--- config.mk ---
export PLATFORM = sky130hd
export DESIGN_NAME = pop_count_bcd_display
export DESIGN_NICKNAME = d
export VERILOG_FILES = /design/src/rtl/pop_count_bcd_display_pkg.sv /design/src/rtl/pop_count_bcd_display_seven_seg_decoder.sv /design/src/rtl/pop_count_bcd_display.sv
export SDC_FILE = /design/constraint.sdc
export NUM_CORES = 1
export LEC_CHECK = 0
export BUFFER_PORTS_ARGS = -buffer_cell sky130_fd_sc_hd__buf_2
export CORE_ASPECT_RATIO = 0.7
export CORE_UTILIZATION = 55
export DETAILED_ROUTE_END_ITERATION = 12
export PLACE_DENSITY_LB_ADDON = 0.3
export SYNTH_ARGS = -nofsm -noshare
export SYNTH_HDL_FRONTEND = slang
export SYNTH_SLANG_ARGS = --single-unit
--- constraint.sdc ---
create_clock -name clk -period 1.8 [get_ports clk]
set_input_delay 0.18 -clock clk [delete_from_list [all_inputs] [get_ports clk]]
set_output_delay 0.18 -clock clk [all_outputs]
set_load 0.01 [all_outputs]
--- src/rtl/pop_count_bcd_display_pkg.sv ---
// Shared types and constants for the pop-count BCD display stage.
package pop_count_bcd_display_pkg;

  // Conversion FSM states
  typedef enum logic [2:0] {
    StIdle   = 3'd0,
    StLoad   = 3'd1,
    StAdjust = 3'd2,
    StShift  = 3'd3,
    StDone   = 3'd4
  } state_e;

  localparam int unsigned BCD_W = 12;

  // Active-low segment patterns, bit order {g,f,e,d,c,b,a}
  localparam logic [6:0] SEG_BLANK = 7'b1111111;

  localparam logic [9:0][6:0] SEG_DIGIT = {
    7'b0010000,  // 9
    7'b0000000,  // 8
    7'b1111000,  // 7
    7'b0000010,  // 6
    7'b0010010,  // 5
    7'b0011001,  // 4
    7'b0110000,  // 3
    7'b0100100,  // 2
    7'b1111001,  // 1
    7'b1000000   // 0
  };

  // Double-dabble correction: every nibble >= 5 gets +3, no carry between nibbles
  function automatic logic [BCD_W-1:0] bcd_adjust(input logic [BCD_W-1:0] v);
    logic [BCD_W-1:0] r;
    r = v;
    for (int n = 0; n < BCD_W / 4; n++) begin
      if (v[n*4 +: 4] >= 4'd5) begin
        r[n*4 +: 4] = v[n*4 +: 4] + 4'd3;
      end
    end
    return r;
  endfunction

endpackage

--- src/rtl/pop_count_bcd_display_seven_seg_decoder.sv ---
// One BCD digit to active-low seven-segment pattern, with forced blanking.
module seven_seg_decoder
  import pop_count_bcd_display_pkg::*;
(
  input  logic [3:0] i_digit,
  input  logic       i_blank,
  output logic [6:0] o_seg
);

  // Codes 10-15 never come out of the converter; they decode to blank
  always_comb begin
    o_seg = SEG_BLANK;
    if (!i_blank && (i_digit <= 4'd9)) begin
      o_seg = SEG_DIGIT[i_digit];
    end
  end

endmodule

--- src/rtl/pop_count_bcd_display.sv ---
// Binary count to three BCD digits via sequential double-dabble, shown on
// three active-low seven-segment displays. Last result is held until replaced.
module pop_count_bcd_display
  import pop_count_bcd_display_pkg::*;
#(
  parameter int unsigned WIDTH         = 8,  // 2**WIDTH must not exceed 1000
  parameter int unsigned BLANK_LEADING = 1
) (
  input  logic             clk,
  input  logic             rst,
  input  logic [WIDTH-1:0] count_in,
  input  logic             count_valid,
  output logic             busy,
  output logic             conv_done,
  output logic [3:0]       bcd_hundreds,
  output logic [3:0]       bcd_tens,
  output logic [3:0]       bcd_ones,
  output logic [6:0]       hex2,
  output logic [6:0]       hex1,
  output logic [6:0]       hex0
);

  localparam int unsigned          CNT_W  = $clog2(WIDTH + 1);
  localparam logic [CNT_W-1:0]     LAST_I = CNT_W'(WIDTH - 1);

  state_e           r_state;
  logic             r_valid_d;
  logic [WIDTH-1:0] r_bin_sr;
  logic [BCD_W-1:0] r_bcd_sr;
  logic [CNT_W-1:0] r_i;
  logic             r_busy;
  logic             r_conv_done;
  logic [3:0]       r_bcd_hund;
  logic [3:0]       r_bcd_tens;
  logic [3:0]       r_bcd_ones;

  logic             w_rise;
  logic             w_blank_hund;
  logic             w_blank_tens;

  // Delay count_valid by one cycle so only its rising edge starts a conversion
  always_ff @(posedge clk or posedge rst) begin
    if (rst) begin
      r_valid_d <= 1'b0;
    end else begin
      r_valid_d <= count_valid;
    end
  end

  assign w_rise = count_valid & ~r_valid_d;

  // Conversion FSM; busy and conv_done are registered from the next state
  always_ff @(posedge clk or posedge rst) begin
    if (rst) begin
      r_state     <= StIdle;
      r_busy      <= 1'b0;
      r_conv_done <= 1'b0;
      r_bin_sr    <= '0;
      r_bcd_sr    <= '0;
      r_i         <= '0;
      r_bcd_hund  <= 4'd0;
      r_bcd_tens  <= 4'd0;
      r_bcd_ones  <= 4'd0;
    end else begin
      r_conv_done <= 1'b0;
      unique case (r_state)
        StIdle: begin
          // Edges arriving in any other state are dropped, not queued
          if (w_rise) begin
            r_state <= StLoad;
            r_busy  <= 1'b1;
          end else begin
            r_busy  <= 1'b0;
          end
        end
        StLoad: begin
          r_bin_sr <= count_in;
          r_bcd_sr <= '0;
          r_i      <= '0;
          r_state  <= StAdjust;
          r_busy   <= 1'b1;
        end
        StAdjust: begin
          r_bcd_sr <= bcd_adjust(r_bcd_sr);
          r_state  <= StShift;
          r_busy   <= 1'b1;
        end
        StShift: begin
          {r_bcd_sr, r_bin_sr} <= {r_bcd_sr, r_bin_sr} << 1;
          r_i                  <= r_i + 1'b1;
          r_busy               <= 1'b1;
          if (r_i == LAST_I) begin
            r_state <= StDone;
          end else begin
            r_state <= StAdjust;
          end
        end
        StDone: begin
          r_bcd_hund  <= r_bcd_sr[11:8];
          r_bcd_tens  <= r_bcd_sr[7:4];
          r_bcd_ones  <= r_bcd_sr[3:0];
          r_conv_done <= 1'b1;
          r_state     <= StIdle;
          r_busy      <= 1'b0;
        end
        default: begin
          r_state <= StIdle;
          r_busy  <= 1'b0;
        end
      endcase
    end
  end

  assign busy         = r_busy;
  assign conv_done    = r_conv_done;
  assign bcd_hundreds = r_bcd_hund;
  assign bcd_tens     = r_bcd_tens;
  assign bcd_ones     = r_bcd_ones;

  // Leading-zero suppression; the ones digit always shows
  assign w_blank_hund = (BLANK_LEADING != 0) && (r_bcd_hund == 4'd0);
  assign w_blank_tens = w_blank_hund && (r_bcd_tens == 4'd0);

  seven_seg_decoder u_hex2 (
    .i_digit (r_bcd_hund),
    .i_blank (w_blank_hund),
    .o_seg   (hex2)
  );

  seven_seg_decoder u_hex1 (
    .i_digit (r_bcd_tens),
    .i_blank (w_blank_tens),
    .o_seg   (hex1)
  );

  seven_seg_decoder u_hex0 (
    .i_digit (r_bcd_ones),
    .i_blank (1'b0),
    .o_seg   (hex0)
  );

endmodule

==> flow_metrics.tcl <==
set metrics [dict create \
    status "complete, but fails checks" \
    violations "negative setup slack" \
    fin_skew_ps 8.14 \
    cp-start-kind "flop" \
    rr_worst_depth 6 \
    cts-root-buf "clkbuf_8" \
    slowest_delay_ps 440 \
    fin_crit_sh 1.04 \
    clkLatencyLatePin_ps 300 \
    hold_viol 0 \
    fmax_mhz 536 \
    place_ws_ps 44.4 \
    worst_ir_drop_vdd_uv 1090 \
    yosysTopAreaCell "dfrtp_1" \
    hold_path.class "in2async" \
    synth_cells 296 \
    slew_headroom 0.641 \
    synth-seq-cells 42 \
    ioPinCount 46 \
    fin_crit_ps 1870 \
    synth_flop_cell "dfrtp_1" \
    critical_path.slowest_cell "dfrtp_2" \
    diodes 0 \
    netlist_area_um2 2670 \
    synth_area_leaders "dfrtp_1, ha_1, nand2_1" \
    clock_sinks 42 \
    overflow 0 \
    r2r_setup_slack_ps 170 \
    crit_buf_inv 2 \
    p_leak_nw 1.55 \
    setup_viol 13 \
    r2r-end "r_bcd_sr[8]$_DFFE_PP0P_" \
    avgViaCountPerCell 5.77 \
    path_class "reg2out" \
    crit_chain "inv_4 -> ha_4 -> nor2_2 -> o21ai_2 -> a21boi_4 -> o21ai_0 -> buf_2" \
    num_vias 2376 \
    ant_nets 0 \
    wl_per_cell_um 15.6 \
    synthArstFlopShare 1.00 \
    grt.total_usage 0.235 \
    pwr_density_cell_nw_per_um2 1880 \
    grt_pass1_wl_mm 9.21 \
    grt_pass1_vias 1988 \
    setup_slack_ps -66.9 \
    cts_buffers 5 \
    cts.path.max_buffers 2 \
    cts_tree "built" \
    ys_types 49 \
    io_buffers 45 \
    start_util 0.592 \
    power_frac_comb 0.598 \
    antenna_found_initial 0 \
    synth_top_area_frac 0.394 \
    rsz0062_at_grt "true" \
    drt_iter0_markers 174 \
    num_rows 20 \
    end_kind "primary output" \
    startpoint "bcd_hundreds[0]$_DFFE_PP0P_" \
    hpwl_mm 3.90 \
    syn_to_final_growth_pct 26.1 \
    drv_cap 0 \
    gp_congestion 0.833 \
    drtPass1Iterations 4 \
    drc 0 \
    worstMarginPinSlew_ps 539 \
    path_depth 7 \
    die_area_um2 5140 \
    avgSynthCellArea_um2 9.01 \
    pwr-share-seq 0.282 \
    wirelength_mm 6.41 \
    yosys_warnings 0 \
    syn_nets 329 \
    grt_max_degree 43 \
    netSwitchingFraction 0.448 \
    final_area_um2 3360 \
    place_area_um2 2950 \
    final_core_util 0.747 \
    die_h_um 60.3 \
    ys_seq_area_frac 0.394 \
    intPower_mw 3.48 \
    p_sw_mw 2.83 \
    rr_startpoint "r_bcd_sr[8]$_DFFE_PP0P_" \
    drive_gt1_frac 0.331 \
    coreArea_um2 4500 \
    synth_edf_count 0 \
    clock_power_share 0.121 \
    critical-path-top-delay-family "compound AO/OA/AOI/OAI gates" \
    layout.nets 390 \
    die_w_um 85.2 \
    endpoint "hex2[1]" \
    maxSlewViolCount 0 \
    critPathMaxFanout 6 \
    cts-htree-levels 2 \
    required_ps 1620 \
    cp_data_arrival_time_ps 1690 \
    path_clk_slew_ps 80 \
]
Yosys cell counts, drive strengths merged, types with 2 or more instances:
master	count
a211oi	3
a21o	2
a21oi	19
a22o	2
a31oi	5
a32o	3
a32oi	2
buf	12
clkbuf	4
dfrtp	42
ha	22
inv	19
mux2	3
mux2i	8
nand2	43
nand2b	11
nand3	3
nor2	18
nor2b	3
nor3	4
nor3b	2
nor4b	2
o211ai	3
o21ai	42
o31ai	2
state kept, by name (all words and copies together) (netlist names):
register      count
r_bcd_sr         12
r_bin_sr          8
bcd_hundreds      4
bcd_ones          4
bcd_tens          4
r_i               4
r_state           3
busy              1
conv_done         1
r_valid_d         1
power by group through the flow:
| stage | Combinational, mW | Clock [mW] | Sequential (mW) |
|---|---|---|---|
| 5_1_grt | 4.16 | 0.802 | 1.83 |
| 4_1_cts | 3.31 | 0.769 | 1.72 |
| 6_report | 3.77 | 0.761 | 1.78 |
| 2_1_floorplan | 2.28 | 0 | 1.66 |
| 3_3_place_gp | 3.00 | 0 | 1.73 |
| 3_5_place_dp | 3.09 | 0 | 1.75 |
layout by cell type, fill, tap and decap left out, types with 6 or more instances in the layout:
master     n
buf_2     44
nand2_1   43
dfrtp_1   38
o21ai_0   29
buf_4     22
a21oi_1   15
nor2_1    14
ha_1      14
inv_1     12
o21ai_1   12
nand2b_1  10
mux2i_1    8
ha_4       7
clkbuf_8   6
final cells by class:
class | instances | area, µm²
clock inverter | 1 | 30.0
tap | 55 | 68.8
timing repair buffer | 70 | 429
multi-input combinational | 219 | 1620
fill | 314 | 1140
inverter | 19 | 78.8
sequential | 42 | 1060
clock buffer | 6 | 82.6
metal layers:
layer / GRT usage / wire [µm] / share of wire / up-vias
met3: 0.0470 / 288 / 0.045 / 16
met5: 0 / 0 / 0 / -
met2: 0.374 / 3010 / 0.47 / 68
met1: 0.324 / 2990 / 0.47 / 1143
met4: 0.0847 / 119 / 0.019 / 0
li1: - / - / - / 1149
worst min path at each step:
stage	from	end	slack, ps
after floorplan	count_valid	r_valid_d$_DFF_PP0_	210
after global placement	count_valid	r_valid_d$_DFF_PP0_	310
after detailed placement	count_valid	r_valid_d$_DFF_PP0_	310
after CTS	rst	r_bcd_sr[0]$_DFFE_PP0P_	20
after global routing	rst	r_bcd_sr[0]$_DFFE_PP0P_	70
final	rst	r_bcd_sr[0]$_DFFE_PP0P_	2
cell families after synthesis:
| logic type | share of synthesized area |
|---|---|
| AO/OA/AOI/OAI | 0.230 |
| AND/OR/NAND/NOR | 0.164 |
| flip-flops | 0.394 |
| buffers and inverters | 0.0633 |
| adder cells (fa/ha/maj) | 0.103 |
| multiplexers | 0.0427 |
| XOR/XNOR | 0.00328 |
worst register-to-register path, stage by stage (launching register included):
cell and delay (ps):
dfrtp_1 460, inv_1 70, ha_1 230, nand2b_1 130, a21oi_1 140, or4_1 450
nand3_1 90
repair_timing:
item | 4_1_cts | 5_1_grt
resized for setup | 16 | 33
buffers inserted | 8 | 5
hold buffers | 1 | 0
pin swaps | 2 | 10
hold endpoints to repair | 1 | 0
cloned | 0 | 0
endpoints found under the setup margin | 18 | 17
per-stage QoR:
stage | power, mW | hold slack [ps] | setup TNS [ps] | instances
global placement | 4.73 | 307 | 0 | 391
global route | 6.79 | 73.5 | -1400 | 412
finish | 6.31 | 2.40 | -454 | 412
detailed placement | 4.84 | 308 | 0 | 391
floorplan | 3.93 | 211 | 0 | 296
CTS | 5.79 | 16.6 | -299 | 407
No activity file was read; power rests on OpenSTA's default activity.
